===== config.mk =====
export PLATFORM = sky130hd
export DESIGN_NAME = uart_tx_arbiter
export DESIGN_NICKNAME = d
export VERILOG_FILES = /design/src/rtl/uart_tx_arbiter.sv
export SDC_FILE = /design/constraint.sdc
export NUM_CORES = 1
export LEC_CHECK = 0
export ABC_AREA = 1
export CAP_MARGIN = 25
export CORE_UTILIZATION = 38
export CTS_BUF_LIST = sky130_fd_sc_hd__clkbuf_4 sky130_fd_sc_hd__clkbuf_8
export DETAILED_ROUTE_END_ITERATION = 10
export MAX_ROUTING_LAYER = met4
export PLACE_DENSITY = 0.9
export RECOVER_POWER = 100
export SYNTH_ARGS = -nofsm -noshare
export SYNTH_HDL_FRONTEND = slang
export SYNTH_SLANG_ARGS = --single-unit

===== constraint.sdc =====
create_clock -name clk -period 1.55 [get_ports clk]
set_clock_uncertainty 0.05 [all_clocks]
set_input_delay 0.2325 -clock clk [delete_from_list [all_inputs] [get_ports clk]]
set_output_delay 0.2325 -clock clk [all_outputs]
set_load 0.02 [all_outputs]

===== src/rtl/uart_tx_arbiter.sv =====
// rtl/uart_tx_arbiter.sv - packet-granular round-robin arbiter in front of the uart TX FIFO write port
//
// Purpose:
//   Shares one uart transmit path between NREQ requesters. A requester that wins
//   arbitration keeps the uart until its byte marked last is accepted, so packets
//   never interleave on the serial line. Arbitration is round-robin, starting the
//   search at the requester after the one most recently served.
//
// Optional feature (macro UART_ARB_ID_PREFIX_EN):
//   When defined, every packet is preceded by one ID byte {4'hF, g[3:0]}, where g
//   is the granted requester index. Requires DBIT == 8.
//
// Ports:
//   clk        in   system clock
//   reset      in   asynchronous active-low reset
//   req_valid  in   [NREQ]       requester i presents a byte
//   req_last   in   [NREQ]       presented byte ends the packet
//   req_data   in   [NREQ*DBIT]  requester i byte at [i*DBIT +: DBIT]
//   req_ready  out  [NREQ]       requester i byte accepted this cycle
//   grant      out  [NREQ]       registered one-hot grant, zero when idle
//   busy       out  not in IDLE
//   tx_full    in   uart TX FIFO full
//   wr_uart    out  uart FIFO write strobe
//   w_data     out  [DBIT]       byte written to the uart FIFO
module uart_tx_arbiter #(
  parameter int NREQ = 4,
  parameter int DBIT = 8
) (
  input  logic                 clk,
  input  logic                 reset,
  input  logic [NREQ-1:0]      req_valid,
  input  logic [NREQ-1:0]      req_last,
  input  logic [NREQ*DBIT-1:0] req_data,
  output logic [NREQ-1:0]      req_ready,
  output logic [NREQ-1:0]      grant,
  output logic                 busy,
  input  logic                 tx_full,
  output logic                 wr_uart,
  output logic [DBIT-1:0]      w_data
);

  localparam int IW = (NREQ > 1) ? $clog2(NREQ) : 1;
  localparam int CW = IW + 1;

  if (NREQ < 2 || NREQ > 16) begin : g_nreq_check
    $error("uart_tx_arbiter: NREQ must be in 2..16");
  end

`ifdef UART_ARB_ID_PREFIX_EN
  if (DBIT != 8) begin : g_dbit_check
    $error("uart_tx_arbiter: ID prefix requires DBIT == 8");
  end

  typedef enum logic [1:0] {
    ST_IDLE   = 2'd0,
    ST_SEND   = 2'd1,
    ST_PREFIX = 2'd2
  } state_t;
`else
  typedef enum logic [1:0] {
    ST_IDLE = 2'd0,
    ST_SEND = 2'd1
  } state_t;
`endif

  state_t          state_q, state_d;
  logic [NREQ-1:0] grant_q, grant_d;
  logic [IW-1:0]   gidx_q, gidx_d;
  logic [IW-1:0]   rr_ptr_q, rr_ptr_d;
  logic            busy_q, busy_d;

  logic            found;
  logic [IW-1:0]   sel_idx;
  logic [CW-1:0]   cand;
  logic            cur_valid;
  logic            cur_last;
  logic [DBIT-1:0] cur_data;
  logic [IW-1:0]   rr_next;
`ifdef UART_ARB_ID_PREFIX_EN
  logic [3:0]      gid4;
`endif

  assign cur_valid = req_valid[gidx_q];
  assign cur_last  = req_last[gidx_q];
  assign cur_data  = req_data[int'(gidx_q) * DBIT +: DBIT];

  // Explicit compare so non-power-of-two NREQ wraps correctly.
  assign rr_next = (gidx_q == IW'(NREQ - 1)) ? '0 : gidx_q + 1'b1;

`ifdef UART_ARB_ID_PREFIX_EN
  assign gid4 = 4'(gidx_q);
`endif

  // Round-robin search: first valid requester at or above rr_ptr, wrapping.
  always_comb begin
    found   = 1'b0;
    sel_idx = '0;
    cand    = '0;
    for (int k = 0; k < NREQ; k++) begin
      cand = {1'b0, rr_ptr_q} + CW'(k);
      if (cand >= CW'(NREQ)) begin
        cand = cand - CW'(NREQ);
      end
      if (!found && req_valid[cand[IW-1:0]]) begin
        found   = 1'b1;
        sel_idx = cand[IW-1:0];
      end
    end
  end

  // Datapath outputs are combinational from registered state so a byte can be
  // accepted in the same cycle the requester presents it.
  always_comb begin
    wr_uart   = 1'b0;
    w_data    = '0;
    req_ready = '0;
    state_d   = state_q;
    grant_d   = grant_q;
    gidx_d    = gidx_q;
    rr_ptr_d  = rr_ptr_q;

    case (state_q)
      ST_IDLE: begin
        if (found) begin
          grant_d          = '0;
          grant_d[sel_idx] = 1'b1;
          gidx_d           = sel_idx;
`ifdef UART_ARB_ID_PREFIX_EN
          state_d          = ST_PREFIX;
`else
          state_d          = ST_SEND;
`endif
        end
      end

`ifdef UART_ARB_ID_PREFIX_EN
      ST_PREFIX: begin
        wr_uart = ~tx_full;
        w_data  = DBIT'({4'hF, gid4});
        if (!tx_full) begin
          state_d = ST_SEND;
        end
      end
`endif

      ST_SEND: begin
        w_data = cur_data;
        if (cur_valid && !tx_full) begin
          wr_uart           = 1'b1;
          req_ready[gidx_q] = 1'b1;
          // Last byte ends the packet; the IDLE bubble that follows gives the
          // next requester in rotation a fair chance.
          if (cur_last) begin
            state_d  = ST_IDLE;
            grant_d  = '0;
            rr_ptr_d = rr_next;
          end
        end
      end

      default: begin
        state_d = ST_IDLE;
        grant_d = '0;
      end
    endcase

    busy_d = (state_d != ST_IDLE);
  end

  always_ff @(posedge clk or negedge reset) begin
    if (!reset) begin
      state_q  <= ST_IDLE;
      grant_q  <= '0;
      gidx_q   <= '0;
      rr_ptr_q <= '0;
      busy_q   <= 1'b0;
    end else begin
      state_q  <= state_d;
      grant_q  <= grant_d;
      gidx_q   <= gidx_d;
      rr_ptr_q <= rr_ptr_d;
      busy_q   <= busy_d;
    end
  end

  assign grant = grant_q;
  assign busy  = busy_q;

endmodule


After elaboration in Yosys (flattened, before gate mapping)
Cells that the tools add are included.
{ "word_totals": {"reg_bits": 11, "in_bits": 43, "output_inout_bits": 18, "elab_cells": 88} }
{ "op_classes": {"add_sub_neg": 8, "order_cmp": 12, "eq_ne": 5, "shifts": 1, "n_mux": 42, "n_reduce_logical": 15} }
{ "ops": {"columns": ["operator", "count"], "rows": [
  ["$shiftx 32x6->8", 1],
  ["$mux 2", 12],
  ["$mux 4", 5],
  ["$lt 2x3->1 const B", 6],
  ["$mux 1", 14],
  ["$bmux 1 s2", 6],
  ["$ge 3x3->1 const B", 3],
  ["$mux 8", 1],
  ["$pmux 4 s2", 1],
  ["$sub 2x1->2 const B", 4],
  ["$add 2x2->3 const B", 2],
  ["$logic_and 1x1->1", 6],
  ["$ne 2x2->1 const B", 3],
  ["$reduce_and 3->1", 2],
  ["$demux 1 s2", 2],
  ["$ge 2x1->1 const B", 2],
  ["$logic_not 1->1", 4],
  ["$pmux 2 s2", 1],
  ["$add 2x1->3 const B", 1],
  ["$ge 2x3->1 const B", 1],
  ["$add 2x1->2 const B", 1],
  ["$eq 2x1->1 const B", 1],
  ["$eq 2x2->1 const B", 1],
  ["$logic_not 2->1", 1],
  ["other kinds (2)", 2]
]} }

Longest topological paths before layout
{ "logic_depth": {"depth_word": 20, "mapped_depth": 12, "depth_no_buf": 12} }

Least setup slack after synthesis
OpenSTA, ideal clock, no wires.
{ "synth_path": {"path_kind": "flip-flop to output port", "startpoint": "register gidx_q[0]", "endpoint": "output port req_ready[0]", "arrival_time_ns": 1.435, "required_ns": 1.267, "slack_ns": -0.168, "path_stages_with_launch": 7, "path_buffers": 2, "cell_sequence": "dfrtp_1 inv_1 buf_2 clkbuf_1 ha_1 nand2_1 nor2_1"} }
{ "synth_between": {"elab_chain_cells": 6, "elab_cells_between_ends": 10, "classes_between": "order compare (2); mux (6); reduce/logical (2)"} }
{ "synth_lines": {"columns": ["element", "line_no", "text"], "rows": [
  ["start: declaration", "68", "logic [IW-1:0] gidx_q, gidx_d;"],
  ["start signal: assignment", "180", "gidx_q <= gidx_d;"],
  ["$lt 2x3->1 (implied by the code) or $ge 2x1->1 (tied branches)", "150", "req_ready[gidx_q] = 1'b1;"],
  ["$logic_and 1x1->1 (implied by the code)", "150", null],
  ["$mux 1 (implied by the code)", "150", null],
  ["$demux 1 s2", "150", null],
  ["$mux 4 (*)", "148", "if (cur_valid && !tx_full) begin"],
  ["$mux 4 (*)", "122", "case (state_q)"],
  ["end: declaration", "34", "output logic [NREQ-1:0] req_ready,"]
]} }
Mark *: on every way between the ends. The rest lies on a longest branch, timed or not. The select of a mux whose other input is x is not followed.

Final worst setup path
{ "layout_path": {"startpoint": "register gidx_q[0]", "endpoint": "output port req_ready[3]"} }
Same word-level chain as after synthesis.

==> impl_metrics.yaml <==
yosys:
  async_flop_share: 1.00
  synth_warnings: 0
  synthCells: 199
  synth-main-ff-cell: "dfrtp_1"
  synth_edf_count: 0
  synth.cells.most_frequent: "nand2_1, nor2_1, o21ai_0"
  synth_fp_nets: 246
  seq_area_frac_synth: 0.224
  synth_seq_cells: 11
  synth_area_leaders: "dfrtp_1, nand2_1, nor2_1, o21ai_0, inv_1"
  synth_area_um2: 1230
  yosysTopAreaCell: "dfrtp_1"
  syn_avg_cell_area_um2: 6.17
  synth_top_area_frac: 0.224
  ys_types: 26
  yosysMostFrequentCell: "nand2_1"
status:
  status: "complete, but fails checks"
  violations: "negative setup slack"
power:
  p_leak_nw: 1.05
  pwr-share-seq: 0.135
  switchingPower_w: 0.00227
  power_density_nw_per_um2: 1890
  swShare: 0.537
  irDropWorstVdd_mv: 0.772
  p_clk_frac: 0.049
  power.internal_w: 0.00196
  p_comb_frac: 0.816
drt:
  drc_errors: 0
  drtIter0Drc: 121
  vias: 1631
  drtAntennaViolNets: 0
  routed_wl_um: 4570
  viasPerCell: 5.02
  dr.pass1.iters: 6
  post_drt_wl_per_cell_um: 14.1
place:
  hpwlAfterDp_um: 2960
  portBuffers: 60
  placed_area_um2: 2020
  place.gp.congestion: 0.853
die:
  core-area_um2: 3050
  die_area_um2: 3460
  die_x_um: 58.9
  io_pins: 61
  initial_utilization: 0.402
  die_h_um: 58.9
  core.rowCount: 20
global_route:
  antenna_found_initial: 0
  met1_usage: 0.278
  grt_pass1_vias: 1488
  grt_max_degree: 19
  gr-total-overflow: 0
  gr-usage-met3: 0.0352
  busiest_layer: "met2"
  groute.usage.overall: 0.245
  grt_pass1_wl_um: 6320
  grt_use_met2: 0.435
clock_tree:
  cts_tree: "done"
  clockBufferDepth: 2
  insertion_delay_ps: 280
  cts_num_sinks: 11
  cts-root-buf: "clkbuf_4"
  numCtsBuffers: 3
  clk_pin_slew_ps: 80
  cts_hold_buffers: 0
  h-tree-depth: 1
timing:
  hold_violations: 0
  final.setup.worst_slack_ps: -420
  setup_tns_ps: -4080
  timing.final.crit_share: 1.27
  grt_setup_unrepaired: "true"
  max_freq_mhz: 508
  slew_violations: 0
  post-route-min-period_ps: 1970
  finalSetupViolations: 22
critical_path:
  path_common_cell: "buf_4"
  crit_slowest_cell: "dfrtp_2"
  reg2reg_depth: 10
  critPathLaunchType: "flip-flop"
  crit_path_max_fanout: 4
  crit_arrival_ps: 1690
  crit_required_ps: 1270
  crit_chain: "a21oi_1 > o21ai_1 > nand2_1 > nand2_2 > buf_4 > nor3_2 > buf_4"
  path_class: "flip-flop to output port"
  cp-end-kind: "output port"
  max_stage_delay_ps: 460
final_layout:
  fin_util: 0.732
  nNetsFinal: 329
  fin_area_um2: 2230
  antenna_cells: 0
  drive_above_1_share: 0.406
  area_delta_synth_final_pct: 81.8
flow_run:
  maxCapViolCount: 0
worst_hold_path:
  hp-class: "primary input to asynchronous set/reset pin"
==> power by group through the flow <==
stage	registers, W	clock network, W	logic (W)
floorplan	0.000597	0	0.00189
detailed placement	0.000522	0	0.00284
CTS	0.000534	0.000212	0.00293
global placement	0.000523	0	0.00276
finish	0.000572	0.000206	0.00345
global route	0.000581	0.000226	0.00373
==> per-stage QoR <==
stage	hold WS, ps	worst slack [ps]	std cells	total power, W
floorplan	-113	0.299	199	0.00249
global placement	419	-712	313	0.00329
detailed placement	419	-767	313	0.00336
CTS	230	-255	319	0.00368
global route	323	-495	325	0.00454
finish	291	-420	325	0.00423
==> layer usage <==
| layer | vias up | routed length [µm] |
|---|---|---|
| li1 | 789 | - |
| met1 | 759 | 1750 |
| met2 | 66 | 2510 |
| met3 | 17 | 177 |
| met4 | 0 | 137 |
| met5 | - | 0 |
==> kinds of logic after synthesis <==
| group | Yosys count | synth area share |
|---|---|---|
| flip-flops | 11 | 0.224 |
| AO/OA/AOI/OAI | 37 | 0.160 |
| adder cells (fa/ha/maj) | 4 | 0.0407 |
| buffers and inverters | 27 | 0.0916 |
| AND/OR/NAND/NOR | 119 | 0.481 |
| other | 1 | 0.00305 |
==> worst paths after layout <==
check,startpoint,to,slack [ps]
worst max register to register,gidx_q[0]$_DFFE_PN0P_,grant[0]$_DFFE_PN0P_,-100
worst min register to register,grant[1]$_DFFE_PN0P_,grant[1]$_DFFE_PN0P_,430
min in group clk,grant[1]$_DFFE_PN0P_,grant[1]$_DFFE_PN0P_,430
max in group asynchronous,reset,rr_ptr_q[0]$_DFFE_PN0P_,810
worst min-delay path,reset,state_q[0]$_DFF_PN0_,290
worst max-delay path,gidx_q[0]$_DFFE_PN0P_,req_ready[3],-420
==> area by class of cell <==
cell class | count | area [µm²]
fillers | 228 | 820
clock inverters | 1 | 5.00
repair buffers | 86 | 802
flip-flops and latches | 11 | 279
well taps | 44 | 55.1
clock buffers | 3 | 22.5
inverters | 19 | 83.8
multi-input cells | 161 | 986
==> layout by cell type, fill, tap and decap left out, types with 6 or more instances in the layout <==
cell and n:
inv_1 11, o21ai_0 11, dfrtp_1 8, clkdlybuf4s50_1 41, nand3_1 6, nand2_1 36, buf_6 8, nor2_1 30
nand2_2 18, a21oi_2 10, nor2_2 11, buf_4 28, o21ai_1 9
==> worst max-delay path, delay by kind of cell, from the launching register on <==
family	cells	cell delay (ps)
DFF	1	460
and+or+nand+nor	3	350
buffers and inverters	2	330
AOI/OAI and AO/OA	2	250
==> registers in the layout, indices dropped and copies added (netlist names) <==
| register | cells |
|---|---|
| busy | 1 |
| state_q | 2 |
| grant | 4 |
| gidx_q | 2 |
| rr_ptr_q | 2 |
==> repair_timing <==
item / 4_1_cts / 5_1_grt
endpoints found under the hold margin: 0 / 0
setup buffers: 2 / 4
setup endpoints to repair: 22 / 26
pin swaps: 3 / 5
gates cloned: 0 / 2
gates resized for setup: 79 / 54
Note: power is estimated with default switching activity, not from simulation.
